File: config.mk
export PLATFORM = sky130hd
export DESIGN_NAME = alu_cmd_sequencer
export DESIGN_NICKNAME = d
export VERILOG_FILES = /design/src/rtl/alu_seq_pkg.sv /design/src/rtl/alu_seq_fifo.sv /design/src/rtl/alu_cmd_sequencer.sv
export SDC_FILE = /design/constraint.sdc
export NUM_CORES = 1
export LEC_CHECK = 0
export ABC_AREA = 0
export BUFFER_PORTS_ARGS = -buffer_cell sky130_fd_sc_hd__buf_4
export CAP_MARGIN = 5
export CORE_AREA = 2 2 225 116
export DETAILED_ROUTE_END_ITERATION = 10
export DIE_AREA = 0 0 227 118
export PLACE_DENSITY = 0.46
export SLEW_MARGIN = 20
export SYNTH_ARGS = -nofsm -noshare
export SYNTH_HDL_FRONTEND = slang
export SYNTH_SLANG_ARGS = --single-unit
export TNS_END_PERCENT = 100
File: constraint.sdc
create_clock -name CLk -period 5.8 [get_ports CLk]
set_clock_uncertainty 0.2 [all_clocks]
set_input_delay 1.16 -clock CLk [delete_from_list [all_inputs] [get_ports CLk]]
set_output_delay 1.16 -clock CLk [all_outputs]
set_load 0.05 [all_outputs]
File: src/rtl/alu_seq_pkg.sv
// rtl/alu_seq_pkg.sv - shared types and helpers for the ALU command sequencer
// Purpose: op-code and FSM state enums, the queued command record, and the
// op legality check used when a command leaves the FIFO.
// Ports: none (package).
package alu_seq_pkg;

  typedef enum logic [3:0] {
    OP_ADD = 4'd0,
    OP_SUB = 4'd1,
    OP_MUL = 4'd2,
    OP_DIV = 4'd3,
    OP_AND = 4'd4,
    OP_XOR = 4'd5
  } alu_op_e;

  typedef enum logic [1:0] {
    IDLE,
    DRIVE,
    SAMPLE,
    RESP
  } seq_state_e;

  localparam logic [3:0] OP_LAST = 4'd5;

  // Width of the tag field held in the command queue.
  localparam int SEQ_TAG_W = 4;

  typedef struct packed {
    logic [3:0]           op;
    logic [7:0]           a;
    logic [7:0]           b;
    logic                 cin;
    logic [SEQ_TAG_W-1:0] tag;
  } alu_cmd_t;

  // A command may reach the ALU only if its op exists and it is not a divide by zero.
  function automatic logic op_issuable(input logic [3:0] op, input logic [7:0] b);
    return (op <= OP_LAST) && !((op == OP_DIV) && (b == 8'd0));
  endfunction

endpackage

File: src/rtl/alu_seq_fifo.sv
// rtl/alu_seq_fifo.sv - synchronous command FIFO for the ALU sequencer
// Purpose: DEPTH-entry FIFO of alu_cmd_t with occupancy count and flags.
// Ports: CLk, Reset_n (async active-low); push/push_cmd write side;
// pop/pop_cmd read side (pop_cmd shows the head while !empty);
// full, empty, count status.
module alu_seq_fifo
  import alu_seq_pkg::*;
#(
  parameter int DEPTH = 4
) (
  input  logic                   CLk,
  input  logic                   Reset_n,
  input  logic                   push,
  input  alu_cmd_t               push_cmd,
  input  logic                   pop,
  output alu_cmd_t               pop_cmd,
  output logic                   full,
  output logic                   empty,
  output logic [$clog2(DEPTH):0] count
);

  localparam int AW = $clog2(DEPTH);

  alu_cmd_t        mem [DEPTH];
  logic [AW-1:0]   wr_ptr;
  logic [AW-1:0]   rd_ptr;
  logic            do_push;
  logic            do_pop;

  assign full    = (count == (AW+1)'(DEPTH));
  assign empty   = (count == '0);
  assign do_push = push && !full;
  assign do_pop  = pop && !empty;
  assign pop_cmd = mem[rd_ptr];

  always_ff @(posedge CLk or negedge Reset_n) begin
    if (!Reset_n) begin
      wr_ptr <= '0;
      rd_ptr <= '0;
      count  <= '0;
    end else begin
      if (do_push) wr_ptr <= wr_ptr + AW'(1);
      if (do_pop)  rd_ptr <= rd_ptr + AW'(1);
      // Simultaneous push and pop leaves occupancy unchanged.
      case ({do_push, do_pop})
        2'b10:   count <= count + (AW+1)'(1);
        2'b01:   count <= count - (AW+1)'(1);
        default: count <= count;
      endcase
    end
  end

  // Storage needs no reset; only the pointers define validity.
  always_ff @(posedge CLk) begin
    if (do_push) mem[wr_ptr] <= push_cmd;
  end

endmodule

File: src/rtl/alu_cmd_sequencer.sv
// rtl/alu_cmd_sequencer.sv - command-side initiator for the 8-bit ALU
// Purpose: queue tagged commands, issue each to the registered ALU, wait out
// its one-cycle latency, and return the captured result or a rejection.
// Ports: CLk, Reset_n (async active-low); cmd_* command stream in
// (cmd_ready = FIFO not full); rsp_* response stream out; alu_A/alu_B/
// alu_op_code/alu_C_in to the ALU; alu_Result/alu_C_out/alu_Z_flag from it.
// Optional: ALU_SEQ_STATS_EN adds stat_issued/stat_errors (16-bit, wrapping).
module alu_cmd_sequencer
  import alu_seq_pkg::*;
#(
  parameter int DEPTH = 4,
  parameter int TAG_W = SEQ_TAG_W
) (
  input  logic             CLk,
  input  logic             Reset_n,
  input  logic             cmd_valid,
  output logic             cmd_ready,
  input  logic [3:0]       cmd_op,
  input  logic [7:0]       cmd_a,
  input  logic [7:0]       cmd_b,
  input  logic             cmd_cin,
  input  logic [TAG_W-1:0] cmd_tag,
  output logic             rsp_valid,
  input  logic             rsp_ready,
  output logic [15:0]      rsp_result,
  output logic             rsp_c_out,
  output logic             rsp_z,
  output logic             rsp_err,
  output logic [TAG_W-1:0] rsp_tag,
`ifdef ALU_SEQ_STATS_EN
  output logic [15:0]      stat_issued,
  output logic [15:0]      stat_errors,
`endif
  output logic [7:0]       alu_A,
  output logic [7:0]       alu_B,
  output logic [3:0]       alu_op_code,
  output logic             alu_C_in,
  input  logic [15:0]      alu_Result,
  input  logic             alu_C_out,
  input  logic             alu_Z_flag
);

  seq_state_e state, state_nxt;

  alu_cmd_t push_cmd;
  alu_cmd_t pop_cmd;
  logic     fifo_full;
  logic     fifo_empty;
  logic     pop;
  logic     issue;
  logic     reject;
  logic     capture;
  logic [$clog2(DEPTH):0] fifo_level_unused;

  assign push_cmd  = '{op: cmd_op, a: cmd_a, b: cmd_b, cin: cmd_cin, tag: SEQ_TAG_W'(cmd_tag)};
  assign cmd_ready = !fifo_full;
  assign rsp_valid = (state == RESP);

  alu_seq_fifo #(.DEPTH(DEPTH)) u_fifo (
    .CLk      (CLk),
    .Reset_n  (Reset_n),
    .push     (cmd_valid && cmd_ready),
    .push_cmd (push_cmd),
    .pop      (pop),
    .pop_cmd  (pop_cmd),
    .full     (fifo_full),
    .empty    (fifo_empty),
    .count    (fifo_level_unused)
  );

  always_ff @(posedge CLk or negedge Reset_n) begin
    if (!Reset_n) state <= IDLE;
    else          state <= state_nxt;
  end

  always_comb begin
    state_nxt = state;
    pop       = 1'b0;
    issue     = 1'b0;
    reject    = 1'b0;
    capture   = 1'b0;
    case (state)
      // IDLE and a completed response handshake both take the next command.
      IDLE, RESP: begin
        if (state == IDLE || rsp_ready) begin
          if (!fifo_empty) begin
            pop = 1'b1;
            if (op_issuable(pop_cmd.op, pop_cmd.b)) begin
              issue     = 1'b1;
              state_nxt = DRIVE;
            end else begin
              reject    = 1'b1;
              state_nxt = RESP;
            end
          end else begin
            state_nxt = IDLE;
          end
        end
      end
      DRIVE:   state_nxt = SAMPLE;
      SAMPLE: begin
        capture   = 1'b1;
        state_nxt = RESP;
      end
      default: state_nxt = IDLE;
    endcase
  end

  always_ff @(posedge CLk or negedge Reset_n) begin
    if (!Reset_n) begin
      alu_A       <= '0;
      alu_B       <= '0;
      alu_op_code <= '0;
      alu_C_in    <= 1'b0;
      rsp_result  <= '0;
      rsp_c_out   <= 1'b0;
      rsp_z       <= 1'b1;
      rsp_err     <= 1'b0;
      rsp_tag     <= '0;
    end else begin
      if (issue) begin
        alu_A       <= pop_cmd.a;
        alu_B       <= pop_cmd.b;
        alu_op_code <= pop_cmd.op;
        alu_C_in    <= pop_cmd.cin;
        rsp_tag     <= TAG_W'(pop_cmd.tag);
      end
      if (reject) begin
        rsp_result <= '0;
        rsp_c_out  <= 1'b0;
        rsp_z      <= 1'b1;
        rsp_err    <= 1'b1;
        rsp_tag    <= TAG_W'(pop_cmd.tag);
      end
      if (capture) begin
        rsp_result <= alu_Result;
        rsp_z      <= alu_Z_flag;
        // The ALU only refreshes C_out on ADD; any other op leaves it stale.
        rsp_c_out  <= (alu_op_code == OP_ADD) && alu_C_out;
        rsp_err    <= 1'b0;
      end
    end
  end

`ifdef ALU_SEQ_STATS_EN
  always_ff @(posedge CLk or negedge Reset_n) begin
    if (!Reset_n) begin
      stat_issued <= '0;
      stat_errors <= '0;
    end else begin
      if (issue)  stat_issued <= stat_issued + 16'd1;
      if (reject) stat_errors <= stat_errors + 16'd1;
    end
  end
`endif

endmodule

==> metrics.cfg, run 1 <==
[outcome]
status=finished, final reports clean

[route]
routed-via-count=3320
avgRoutedWirePerCell_um=17.4
drc=0
routed_wl_um=14000
postRouteAntennaNets=0
drt_iter0_drc=229
viasPerCell=4.13
drt_first_pass_iters=4

[place]
gp_congestion=0.691
placed_area_mm2=0.00721
hpwl_um=9240
numPortBuffers=92

[sta]
finalWorstPathRequiredPeriod_ps=3560
hold_violations=0
fmax_mhz=281
tns_ps=0
slew_viol_final=0
finalSetupViolCount=0
finalCritPeriodShare_pct=61.4
rsz0062_at_grt=no
slew_headroom_pct=38.6
tightest_slew_ps=920

[floorplanning]
die_w_um=227
rows=41
chipHeight_um=118
core_area_mm2=0.0248
die_area_mm2=0.0268
io_pins=93
start_util_pct=24.7

[setup_path]
crit_arrival_ps=3670
critPathLaunchType=flip-flop
crit_required_ps=5910
cp_max_fo=27
critPathKind=flip-flop to flip-flop
cp-end-kind=flip-flop

[synthesis]
syn_nets=401
async_flop_share_pct=34.6
synth-edff-count=100
synth-seq-cells=153
syn_avg_cell_area_um2=17.8
ys.flop_type=edfxtp_1
synthCells=345
synth_cell_types=41
syn-cell-area_mm2=0.00614
ys_warn_count=0
ys_seq_area_share_pct=70.5

[cts]
cts_max_level=4
cts-hold-fix-buffers=0
cts-resized-gates=0
post_cts_buffers=0
cts-root-buf=clkbuf_16
cts.sinks=153
cts_buffer_depth=2
clk_latency_ps=420
tritoncts=done
cts_made_buffers=17
clk_pin_slew_ps=60

[cells_and_area]
n_antenna_cell=0
mostFrequentLayoutCells=edfxtp_1, buf_4, dfrtp_1
postLayoutCellArea_mm2=0.00780
layout.cells.most_common=edfxtp_1
nNetsFinal=502
syn2layout_area_growth_pct=27.0
drive_above_1_share_pct=38.3

[global_route]
antenna_found_initial=1
grt_usage_pct=11.2
grt_pass1_wl_um=21900
grt_max_degree=54
grt-ovfl-total=0
grt_pass1_vias=3636

[run]
cap_viol_max_count=0

[power_and_ir_drop]
powerDensity_mw_per_mm2=617
p_leak_nw=3.01
irDropWorstVdd_uv=205

[worst_hold_path]
worst_hold_path_type=flip-flop to flip-flop

## synth_stat cells, drive strengths merged, types with 2 or more instances
cell type	instances	area share (%)
a22o	8	1.3
and2	2	0.20
and3	4	0.41
buf	9	1.3
clkbuf	7	0.43
dfrtp	52	21
edfxtp	100	49
ha	8	1.6
inv	9	0.55
mux2	16	3.6
mux4	25	9.5
nand2	20	1.3
nand2b	17	1.7
nand3	2	0.16
nor2	5	0.31
nor3	5	0.59
nor4b	3	0.43
o21ai	19	1.5
o21bai	17	2.1
xnor2	3	0.43
xor2	3	0.43
## worst max-delay path, stage by stage, from the launching register on
cell and delay [ps]:
dfrtp_2 970, mux4_1 690, nor4b_1 490, nand3_1 160, nand2_2 530, mux2_2 400
## kinds of logic after synthesis
group | after synthesis | share of synthesized area, %
flops | 153 | 70.5
simple gates | 61 | 5.52
compound gates | 49 | 5.58
mux | 42 | 13.3
buf+inv | 25 | 2.32
fa+ha+maj | 9 | 1.95
xor+xnor | 6 | 0.855
## metal layers
| metal | up-vias | wire length, µm | GRT usage, % |
|---|---|---|---|
| li1 | 1525 | - | - |
| met1 | 1699 | 6930 | 15.6 |
| met2 | 79 | 6140 | 16.3 |
| met3 | 15 | 754 | 3.62 |
| met4 | 2 | 153 | 3.92 |
| met5 | - | 13 | 0 |
## final timing paths
check	from	end	slack, ps	depth (start not counted)
worst max-delay path	u_fifo.rd_ptr[0]	alu_A[0]	2240	5
worst min-delay path	u_fifo.count[2]	u_fifo.count[2]	310	1
worst max register to register	u_fifo.rd_ptr[0]	alu_A[0]	2240	5
worst min register to register	u_fifo.count[2]	u_fifo.count[2]	310	1
max in group asynchronous	Reset_n	u_fifo.rd_ptr[0]	4240	1
min in group asynchronous	Reset_n	alu_A[3]	610	1
## layout make-up
class	instances	area [µm²]
timing repair buffer	98	736
inverter	9	33.8
clock inverter	8	124
sequential	153	4330
multi-input combinational	167	1680
tap	344	430
clock buffer	24	472
fill	2431	17000
## stage by stage
| step | worst slack, ps | power (mW) | std cells | utilization, % | hold slack [ps] |
|---|---|---|---|---|---|
| after CTS | 2180 | 4.89 | 803 | 31.4 | 308 |
| after detailed placement | 2170 | 3.76 | 771 | 29.0 | 299 |
| after global placement | 2140 | 3.72 | 771 | 29.0 | 296 |
| after global routing | 1910 | 5.09 | 803 | 31.4 | 341 |
| final | 2240 | 4.81 | 803 | 31.4 | 308 |
| after floorplan | 2590 | 3.16 | 345 | - | 265 |
## state kept, by name, indices dropped and copies added, names as in the netlist
register       cells
alu_B              8
rsp_err            1
rsp_c_out          1
rsp_tag            4
u_fifo.count       3
u_fifo.mem       100
u_fifo.wr_ptr      2
rsp_result        16
state              2
alu_C_in           1
alu_op_code        4
rsp_z              1
alu_A              8
u_fifo.rd_ptr      2
## report_power, final
part	internal, mW	total [mW]	switching (mW)	leakage (nW)
combinational	0.763	1.95	1.19	1.17
sequential	1.51	1.74	0.232	1.55
clock	0.699	1.12	0.422	0.284
total	2.97	4.81	1.84	3.01
Note: power is estimated with default switching activity, not from simulation.
==> inputs of run 2 (changes only) <==
--- a/config.mk
+++ b/config.mk
@@ -11,7 +11,7 @@
 export CORE_AREA = 2 2 225 116
 export DETAILED_ROUTE_END_ITERATION = 10
 export DIE_AREA = 0 0 227 118
-export PLACE_DENSITY = 0.46
+export PLACE_DENSITY = 0.48
 export SLEW_MARGIN = 20
 export SYNTH_ARGS = -nofsm -noshare
 export SYNTH_HDL_FRONTEND = slang
==> constraint.sdc (replaced) <==
create_clock -name CLk -period 2.9 [get_ports CLk]
set_clock_uncertainty 0.2 [all_clocks]
set_input_delay 0.58 -clock CLk [delete_from_list [all_inputs] [get_ports CLk]]
set_output_delay 0.58 -clock CLk [all_outputs]
set_load 0.05 [all_outputs]
==> metrics.cfg, run 2 (synthesis gave the netlist of run 1 again) <==
[setup_path]
crit_arrival_ps=2800  ; -870 ps
critPathKind=flip-flop to flip-flop
crit_required_ps=3010  ; -2900 ps
cp-end-kind=flip-flop
critPathLaunchType=flip-flop
cp_max_fo=12  ; -56%

[cts]
clk_latency_ps=420  ; about the same
cts-root-buf=clkbuf_16
clk_pin_slew_ps=60  ; about the same
cts_buffer_depth=2  ; unchanged
cts_max_level=4  ; unchanged
cts-resized-gates=0  ; unchanged
cts_made_buffers=17  ; unchanged
tritoncts=done
cts.sinks=153  ; unchanged

[floorplanning]
chipHeight_um=118  ; unchanged
die_area_mm2=0.0268  ; unchanged
start_util_pct=24.7  ; unchanged
io_pins=93  ; unchanged
die_w_um=227  ; unchanged
core_area_mm2=0.0248  ; unchanged
rows=41  ; unchanged

[sta]
rsz0062_at_grt=no
finalWorstPathRequiredPeriod_ps=2700  ; -861 ps
tightest_slew_ps=761  ; -159 ps
finalCritPeriodShare_pct=93.0  ; +32 points
fmax_mhz=371  ; +32%
whs_ps=31.1  ; -276 ps
slew_headroom_pct=49.2  ; +11 points
hold_violations=0  ; unchanged
tns_ps=0  ; unchanged
slew_viol_final=0  ; unchanged
finalSetupViolCount=0  ; unchanged

[place]
dp.cells=789  ; +2.3%
gp_congestion=0.740  ; +7.0%
numPortBuffers=92  ; unchanged
hpwl_um=9350  ; +1.2%

[global_route]
grt_usage_pct=10.9  ; -0.26 points
grt_pass1_wl_um=21200  ; -3.1%
grt_max_degree=54  ; unchanged
grt_pass1_vias=3572  ; -1.8%
grt-ovfl-total=0  ; unchanged
antenna_found_initial=0  ; -1

[route]
drc=0  ; unchanged
drt_iter0_drc=220  ; -3.9%
postRouteAntennaNets=0  ; unchanged
viasPerCell=4.05  ; -2.1%
routed_wl_um=13600  ; -2.7%
routed-via-count=3326  ; +0.18%
avgRoutedWirePerCell_um=16.6  ; -4.9%
drt_first_pass_iters=4  ; unchanged

[cells_and_area]
top_regs=u_fifo.mem (100), rsp_result (16)
fillers=2420  ; -0.45%
n_antenna_cell=0  ; unchanged
mostFrequentLayoutCells=buf_4, edfxtp_1, dfrtp_1
drive_above_1_share_pct=40.6  ; +2.2 points
syn2layout_area_growth_pct=30.4
nNetsFinal=522  ; +4.0%
final_cell_count_no_fill=822  ; +2.4%
layout.cells.most_common=buf_4
largest_reg_flops=100  ; unchanged
top_register=u_fifo.mem

[outcome]
status=finished, final reports clean

[power_and_ir_drop]
irDropWorstVdd_uv=569  ; +180%
p_leak_nw=3.14  ; +4.2%
totalPowerFinal_mw=9.92  ; +110%
powerDensity_mw_per_mm2=1240  ; +100%

[worst_hold_path]
worst_hold_path_type=input port to async pin

[run]
cap_viol_max_count=0  ; unchanged

-- run 2: final cells by class --
class	count	area (µm²)	share of cell area, %
flip-flops and latches	153	4330	54.1
multi-input cells	167	1670	20.9
repair buffers	118	936	11.7
clock buffers	22	454	5.67
well taps	344	430	5.37
clock inverters	9	150	1.87
inverters	9	33.8	0.422
-- run 2: power by group --
group | switching [mW] | internal [mW]
combinational | 2.54 | 1.74
sequential | 0.327 | 3.03
clock | 0.827 | 1.45
-- run 2: worst paths after layout --
kind / slack [ps] / cells after the start / startpoint / endpoint
worst min register to register: 300 / 1 / u_fifo.count[2] / u_fifo.count[2]
worst max register to register: 200 / 8 / u_fifo.rd_ptr[0] / alu_A[0]
min in group CLk: 160 / 1 / cmd_tag[0] / u_fifo.mem[2][0]
max in group asynchronous: 1920 / 1 / Reset_n / u_fifo.rd_ptr[0]
worst max-delay path: 200 / 8 / u_fifo.rd_ptr[0] / alu_A[0]
worst min-delay path: 30 / 1 / Reset_n / rsp_result[8]
-- run 2: worst max-delay path, cell delays in order, from the launching register on --
cell	delay, ps
dfrtp_2	430
buf_12	150
mux4_1	600
nor4b_1	320
buf_4	170
nand3_1	80
nand2_2	140
buf_12	160
mux2_2	330
-- run 2: layer usage --
layer	wire length, µm	GRT usage, %	share of wire [%]	vias up
met5	0	0	0	-
li1	-	-	-	1560
met1	6770	14.9	50	1690
met3	556	3.72	4.1	7
met2	6240	16.4	46	69
met4	46	3.35	0.34	0
-- run 2: per-stage QoR --
stage	util [%]	worst slack [ps]	cell area (µm²)
2_1_floorplan	-	193	6140
4_1_cts	32.3	170	8010
3_3_place_gp	29.7	-22.0	7380
3_5_place_dp	29.7	1.60	7380
6_report	32.3	202	8010
5_1_grt	32.3	31.6	8010
-- run 2: timing repair --
action	4_1_cts	5_1_grt
setup buffers	2	0
hold buffers	0	0
endpoints found under the setup margin	3	0
